File: src/rtl/hazard_ctrl.sv
// Stall/flush sequencer for the 5-stage pipeline. It resolves memory waits, multi-cycle MDU ops,
// taken-branch flushes and load-use hazards, and keeps a saturating stall-cycle counter.
module hazard_ctrl #(
    parameter int MDU_LAT = 4,
    parameter int CNT_W   = 32
) (
    input  logic             clk,
    input  logic             reset,
    input  logic             i_busy,
    input  logic             d_busy,
    input  logic             ex_memread,
    input  logic [4:0]       ex_wa,
    input  logic [4:0]       dec_ra1,
    input  logic [4:0]       dec_ra2,
    input  logic             dec_use1,
    input  logic             dec_use2,
    input  logic             ex_mdu_start,
    input  logic             branch_taken,
    output logic             stallF,
    output logic             stallD,
    output logic             stallE,
    output logic             stallM,
    output logic             flushD,
    output logic             flushE,
    output logic             mdu_done,
    output logic [CNT_W-1:0] stall_cycles
);

    localparam int                CW       = $clog2(MDU_LAT) + 1;
    localparam bit                MULTI    = (MDU_LAT > 1);
    localparam logic [CW-1:0]     CNT_INIT = MULTI ? CW'(MDU_LAT - 2) : '0;

    typedef enum logic [0:0] {S_RUN, S_MDU} state_t;

    state_t           state_q, state_d;
    logic [CW-1:0]    cnt_q, cnt_d;
    logic [CNT_W-1:0] stall_cycles_q, stall_cycles_d;

    logic lu;
    logic mdu_last;
    logic mdu_hold;

    always_comb begin
        lu = ex_memread && (ex_wa != 5'd0) &&
             ((dec_use1 && (dec_ra1 == ex_wa)) || (dec_use2 && (dec_ra2 == ex_wa)));
        mdu_last = (state_q == S_MDU) && (cnt_q == '0);
        mdu_hold = ((state_q == S_MDU) && !mdu_last) ||
                   ((state_q == S_RUN) && ex_mdu_start && MULTI);

        stallF   = 1'b0;
        stallD   = 1'b0;
        stallE   = 1'b0;
        stallM   = 1'b0;
        flushD   = 1'b0;
        flushE   = 1'b0;
        mdu_done = 1'b0;
        state_d  = state_q;
        cnt_d    = cnt_q;

        if (d_busy) begin
            stallF = 1'b1;
            stallD = 1'b1;
            stallE = 1'b1;
            stallM = 1'b1;
        end else begin
            if (mdu_hold) begin
                stallF = 1'b1;
                stallD = 1'b1;
                stallE = 1'b1;
            end else begin
                // Final MDU cycle releases the whole front end so D can follow the result out of E
                mdu_done = mdu_last || ((state_q == S_RUN) && ex_mdu_start && !MULTI);
                if ((state_q == S_RUN) && !ex_mdu_start && branch_taken) begin
                    flushD = 1'b1;
                    flushE = 1'b1;
                    stallF = i_busy;
                end else if (lu) begin
                    stallF = 1'b1;
                    stallD = 1'b1;
                    flushE = 1'b1;
                end else if (i_busy) begin
                    stallF = 1'b1;
                    flushD = 1'b1;
                end
            end

            case (state_q)
                S_RUN: begin
                    if (ex_mdu_start && MULTI) begin
                        state_d = S_MDU;
                        cnt_d   = CNT_INIT;
                    end
                end
                S_MDU: begin
                    if (mdu_last) state_d = S_RUN;
                    else          cnt_d   = cnt_q - 1'b1;
                end
                default: state_d = S_RUN;
            endcase
        end

        // Outputs are forced quiet for the whole time reset is held, not just after the edge
        if (!reset) begin
            stallF   = 1'b0;
            stallD   = 1'b0;
            stallE   = 1'b0;
            stallM   = 1'b0;
            flushD   = 1'b0;
            flushE   = 1'b0;
            mdu_done = 1'b0;
        end

        stall_cycles_d = stall_cycles_q;
        if (stallF && (stall_cycles_q != '1)) stall_cycles_d = stall_cycles_q + 1'b1;
    end

    always_ff @(posedge clk or negedge reset) begin
        if (!reset) begin
            state_q        <= S_RUN;
            cnt_q          <= '0;
            stall_cycles_q <= '0;
        end else begin
            state_q        <= state_d;
            cnt_q          <= cnt_d;
            stall_cycles_q <= stall_cycles_d;
        end
    end

    assign stall_cycles = stall_cycles_q;

endmodule
File: config.mk
export PLATFORM = sky130hd
export DESIGN_NAME = hazard_ctrl
export DESIGN_NICKNAME = d
export VERILOG_FILES = /design/src/rtl/hazard_ctrl.sv
export SDC_FILE = /design/constraint.sdc
export NUM_CORES = 1
export LEC_CHECK = 0
export ABC_AREA = 1
export CORE_ASPECT_RATIO = 0.75
export CORE_UTILIZATION = 50
export CTS_CLUSTER_SIZE = 8
export DETAILED_ROUTE_END_ITERATION = 12
export MAX_ROUTING_LAYER = met4
export PLACE_DENSITY = 0.88
export SLEW_MARGIN = 20
export SYNTH_ARGS = -nofsm -noshare
export SYNTH_HDL_FRONTEND = slang
export SYNTH_SLANG_ARGS = --single-unit
File: constraint.sdc
create_clock -name clk -period 2.81 [get_ports clk]
set_input_delay 0.843 -clock clk [delete_from_list [all_inputs] [get_ports clk]]
set_output_delay 0.843 -clock clk [all_outputs]
set_load 0.02 [all_outputs]
==> flow_summary.yaml, run 1 <==
outcome:
  status: "finished, final reports clean"
worst_setup_path:
  critPathMaxStageDelay_ns: 0.25
  cp_num_buf_inv: 4
  crit_chain: "dlygate4sd2_1 -> inv_1 -> nand2_1 -> nand2_1 -> nor2_1 -> nand3_1 -> nand2_2 -> nand2_2 -> nand2_2 -> a21oi_2 -> nand3_1 -> inv_1 -> buf_6"
  critPathCaptureType: "output pin"
  cp.depth: 13
  start_kind: "input port"
  arrival_ns: 1.92
  cp_max_fo: 2
  cp.required_ns: 1.97
  cp_top_family: "simple AND/OR/NAND/NOR gates"
  crit_path_top_delay_cell: "dlygate4sd2_1"
  reg2regPathDepth: 11
  worst-setup-path-type: "input port to output pin"
  cpMostUsedCell: "nand2_2"
floorplanning:
  initial_core_util: 0.5262
  dieHeight_um: 64.36
  pin_count: 63
  core_mm2: 0.004927
  fp.dieW_um: 85.15
  dieArea_mm2: 0.005480
  row_count: 22
sta:
  period_minus_slack_ns: 2.761
  setup_viol: 0
  timing.fmax_mhz: 362.2
  grt_setup_unrepaired: "true"
  tightestPinTransition_ns: 0.4586
  setup_ws_ns: 0.04944
  fin_tns_setup_ns: 0
  finalCritPeriodShare: 0.9824
  hold_viol: 0
  slew_headroom: 0.6919
  finalMaxSlewViolations: 0
  fin_worst_skew_ns: 0.005015
yosys:
  synth.distinct_cells: 25
  synthArstFlopShare: 1.000
  synth_compound_area_frac: 0.01496
  avgSynthCellArea_um2: 6.514
  synth_seq_cells: 36
  synth_cells: 398
  synthAdderAreaFrac: 0.01448
  synthTopCellsByCount: "nand2_1, nand3_1, inv_1, nor2_1, dfrtp_1"
  synth_xor_area_frac: 0.09122
  synth_ff_type: "dfrtp_1"
  seq_area_frac_synth: 0.3475
  yosys.area.top_type_share: 0.3475
  synth_most_common_cell: "nand2_1"
  ys_warn_count: 0
  synth_edf_count: 0
  syn-cell-area_mm2: 0.002592
  synth_area_leaders: "dfrtp_1, nand2_1, nand3_1"
  syn-num-nets: 425
  synthMuxAreaShare: 0
  synth_top_family_by_area: "simple AND/OR/NAND/NOR gates"
  yosysTopAreaCell: "dfrtp_1"
  synth-simple-area-share: 0.4479
pwr:
  p_leak_uw: 0.001759
  total_power_uw: 1569
  p_switching_uw: 549.7
  internal-power_uw: 1020
  sequentialPowerShare: 0.410
  cellPowerDensity_mw_per_mm2: 457.8
  vdd_drop_max_uv: 490.7
  switching_share: 0.3503
  combPwrFrac: 0.335
  clkPwrFrac: 0.255
cells_and_area:
  drive_gt1_frac: 0.1245
  design_area_mm2: 0.003428
  antenna_cells: 0
  nets: 501
  syn2layout_area_growth_pct: 32.24
  final_cells: 534
clock_tree:
  cts_tree: "built"
  cts.reportedPaths.clkPinSlew_ns: 0.07
  root_buffer: "clkbuf_8"
  clock_latency_ns: 0.28
  cts_buffers: 5
  cts.path.max_buffers: 2
  clock_sinks: 36
  htree_levels: 2
  holdBufCountCts: 0
global_routing:
  track_usage: 0.3037
  grt_pass1_wl_um: 12610
  grt-ovfl-total: 0
  grt_max_degree: 34
  antenna_found_initial: 0
  grt_pass1_vias: 2647
route:
  drtPass1Iterations: 5
  vias: 2821
  drc: 0
  drt_iter0_markers: 229
  viasPerCell: 5.283
  wl_um: 7518
  ant_nets: 0
  avgRoutedWirePerCell_um: 14.08
placement:
  dp_hpwl_um: 5934
  placedCellCount: 526
  place_ws_ns: -0.7643
  portBuffers: 62
  place_area_mm2: 0.003336
  routabilityCongestion: 0.9689
run:
  maxCapViolations: 0
hold_path:
  whs_path_depth: 2
  hold_path.class: "register to register"
## area by class of cell
type                       count  area [µm²]
clock buffer                   7       96.34
inverter                      42       157.7
fill                         448        1499
tap                           60       75.07
multi-input combinational    311        1508
timing repair buffer          78       690.7
sequential                    36       900.9
## sequential cells by signal (all words and copies together) (netlist names)
name,flops
stall_cycles,32
cnt_q,3
state_q,1
## final timing paths
path | from | to | slack (ns)
worst max-delay path | dec_ra2[4] | flushD | 0.05
worst min-delay path | stall_cycles[31] | stall_cycles[31] | 0.51
worst max register to register | stall_cycles[1] | stall_cycles[12] | 0.46
worst min register to register | stall_cycles[31] | stall_cycles[31] | 0.51
max in group asynchronous | reset | stall_cycles[25] | 1.90
min in group asynchronous | reset | state_q | 0.58
## stage by stage
| step | util | hold slack, ns |
|---|---|---|
| final | 0.6958 | 0.5130 |
| after global routing | 0.6958 | 0.5365 |
| after CTS | 0.6965 | 0.5138 |
| after detailed placement | 0.6770 | 0.4967 |
| after global placement | 0.6770 | 0.4957 |
| after floorplan | - | 0.5085 |
## timing repair
item,in CTS,in global routing
gates resized for setup,62,24
pin swaps,15,18
endpoints found under the setup margin,7,6
setup buffers,1,0
## placed cells by master (no fill, tap or decap), drive strengths merged, types with 6 or more instances in the layout
cell type / count
clkdlybuf4s50: 36
inv: 42
xor2: 20
nand2: 159
buf: 23
clkdlybuf4s15: 8
xnor2: 7
nand4: 6
dfrtp: 36
dlygate4sd2: 6
nand3: 47
clkbuf: 12
nor3: 15
nor2: 43
## power groups by stage
| stage | sequential (µW) | combinational (µW) | clock (µW) |
|---|---|---|---|
| 6_report | 643 | 526 | 400 |
| 5_1_grt | 653 | 581 | 419 |
| 4_1_cts | 643 | 522 | 403 |
| 3_5_place_dp | 651 | 521 | 0 |
| 3_3_place_gp | 648 | 501 | 0 |
| 2_1_floorplan | 680 | 253 | 0 |
## worst min-delay path, cell delays in order (launching register included)
cell and delay, ns:
dfrtp_1 0.37, nand2_1 0.06, nand2_1 0.05
## metal layers
metal / up-vias / wire [µm] / share of wire / GRT usage
met5: - / 0 / 0 / -
li1: 1397 / - / - / -
met1: 1308 / 3635 / 0.48 / 0.4278
met4: 0 / 70 / 0.0093 / 0.05297
met2: 108 / 3285 / 0.44 / 0.4627
met3: 8 / 527 / 0.070 / 0.05556
## logic make-up (layout without fill, tap and decap cells)
group,Yosys count,in the layout
compound gates,7,7
xor+xnor,27,27
fa+ha+maj,3,3
buf+inv,51,127
flops,36,36
simple gates,274,274
No activity file was read; power rests on OpenSTA's default activity.
==> run 2, diff against run 1 <==
==> constraint.sdc (replaced) <==
create_clock -name clk -period 2.81 [get_ports clk]
set_input_delay 0.843 -clock clk [delete_from_list [all_inputs] [get_ports clk]]
set_output_delay 0.843 -clock clk [all_outputs]
set_load 0.05 [all_outputs]
==> flow_summary.yaml, run 2 (synthesized netlist as in run 1, its figures left out) <==
outcome:
  status: "complete, but fails checks"
  violations: "negative setup slack"
global_routing:
  grt_pass1_wl_um: 12500
  grt-ovfl-total: 0
  antenna_found_initial: 0
  track_usage: 0.3030
  grt_pass1_vias: 2632
  grt_max_degree: 36
clock_tree:
  holdBufCountCts: 0
  cts_buffers: 5
  cts.path.max_buffers: 2
  cts.reportedPaths.clkPinSlew_ns: 0.07
  htree_levels: 2
  clock_sinks: 36
  root_buffer: "clkbuf_8"
  clock_latency_ns: 0.29
  cts_tree: "built"
run:
  maxCapViolations: 0
worst_setup_path:
  critPathCaptureType: "output pin"
  arrival_ns: 1.98
  cpMostUsedCell: "buf_4"
  cp_top_family: "buffers and inverters"
  cp_num_buf_inv: 4
  start_kind: "input port"
  worst-setup-path-type: "input port to output pin"
  critPathMaxStageDelay_ns: 0.22
  crit_path_top_delay_cell: "nand4_1"
  cp.required_ns: 1.97
  crit_chain: "clkdlybuf4s15_1 -> nor2_2 -> buf_4 -> buf_4 -> nand2_4 -> nand4_1 -> nand2_2 -> buf_12"
  cp_max_fo: 3
placement:
  routabilityCongestion: 0.9972
  portBuffers: 62
  place_area_mm2: 0.003379
  dp_hpwl_um: 5722
cells_and_area:
  fillers: 399
  final_cell_mix: "nand2_1, nand3_1, nor2_1"
  design_area_mm2: 0.003498
  nets: 496
  layout_commonest_cell: "nand2_1"
  syn2layout_area_growth_pct: 34.94
  antenna_cells: 0
  largest_reg_flops: 32
  drive_gt1_frac: 0.1617
  ff_latch_area_um2: 900.9
  multi_input_area_mm2: 0.001553
sta:
  timing.fmax_mhz: 354.8
  period_minus_slack_ns: 2.819
  hold_viol: 0
  finalCritPeriodShare: 1.003
  setup_ws_ns: -0.008841
  slew_headroom: 0.6543
  setup_viol: 1
  fin_worst_skew_ns: 0.004605
  finalMaxSlewViolations: 0
  grt_setup_unrepaired: "true"
  tightestPinTransition_ns: 0.5169
floorplanning:
  pin_count: 63
  fp.dieW_um: 85.15
  dieArea_mm2: 0.005480
  dieHeight_um: 64.36
  row_count: 22
  initial_core_util: 0.5262
  core_mm2: 0.004927
pwr:
  cellPowerDensity_mw_per_mm2: 501.3
  p_leak_uw: 0.001783
  total_power_uw: 1754
  vdd_drop_max_uv: 499.1
route:
  drc: 0
  wl_um: 7508
  vias: 2791
  viasPerCell: 5.266
  avgRoutedWirePerCell_um: 14.17
  drtPass1Iterations: 4
  ant_nets: 0
  drt_iter0_markers: 215
hold_path:
  hold_path.class: "input port to async pin"
run 2: repair_timing:
item	CTS	global route
resized for setup	62	30
pin swaps	20	20
setup buffers	1	0
setup endpoints to repair	5	5
run 2: final timing paths:
path	from	to	slack (ns)	cells after the start
worst min register to register	stall_cycles[31]	stall_cycles[31]	0.51	2
worst min-delay path	reset	state_q	0.38	1
max in group asynchronous	reset	stall_cycles[25]	1.74	2
worst max register to register	stall_cycles[1]	stall_cycles[18]	0.40	12
min in group clk	stall_cycles[31]	stall_cycles[31]	0.51	2
worst max-delay path	ex_mdu_start	stallD	-0.009	8
run 2: layout make-up:
type / instances / share of cell area
clock buffers: 6 / 0.02074
clock inverters: 2 / 0.01001
inverters: 42 / 0.04506
multi-input cells: 311 / 0.4438
flip-flops and latches: 36 / 0.2575
well taps: 60 / 0.02146
repair buffers: 73 / 0.2014
run 2: through the flow:
step	worst slack (ns)	TNS, ns	utilization	hold slack, ns	cells
finish	-0.008841	-0.008841	0.7100	0.3830	530
detailed placement	-0.3740	-8.643	0.6859	0.5043	521
global route	-0.09540	-0.2406	0.7100	0.3691	530
CTS	0.0005882	0	0.7100	0.3725	530
global placement	-0.3336	-7.051	0.6859	0.4903	521
floorplan	-0.07727	-0.09452	-	0.5085	398
run 2: power by group:
group,leakage [µW],internal [µW],switching [µW]
Sequential,0.000488,576,69.3
Combinational,0.00124,235,421
Clock,0.0000552,263,189
Total,0.00178,1070,679
run 2: layer usage:
layer  wire (µm)  share of wire  vias to the layer above  global-route usage
met5           0              0                        -                   -
met4          80          0.011                        0             0.07839
met3         545          0.073                        7             0.08140
met2        3376           0.45                       94              0.4556
met1        3506           0.47                     1304              0.4052
li1            -              -                     1386                   -
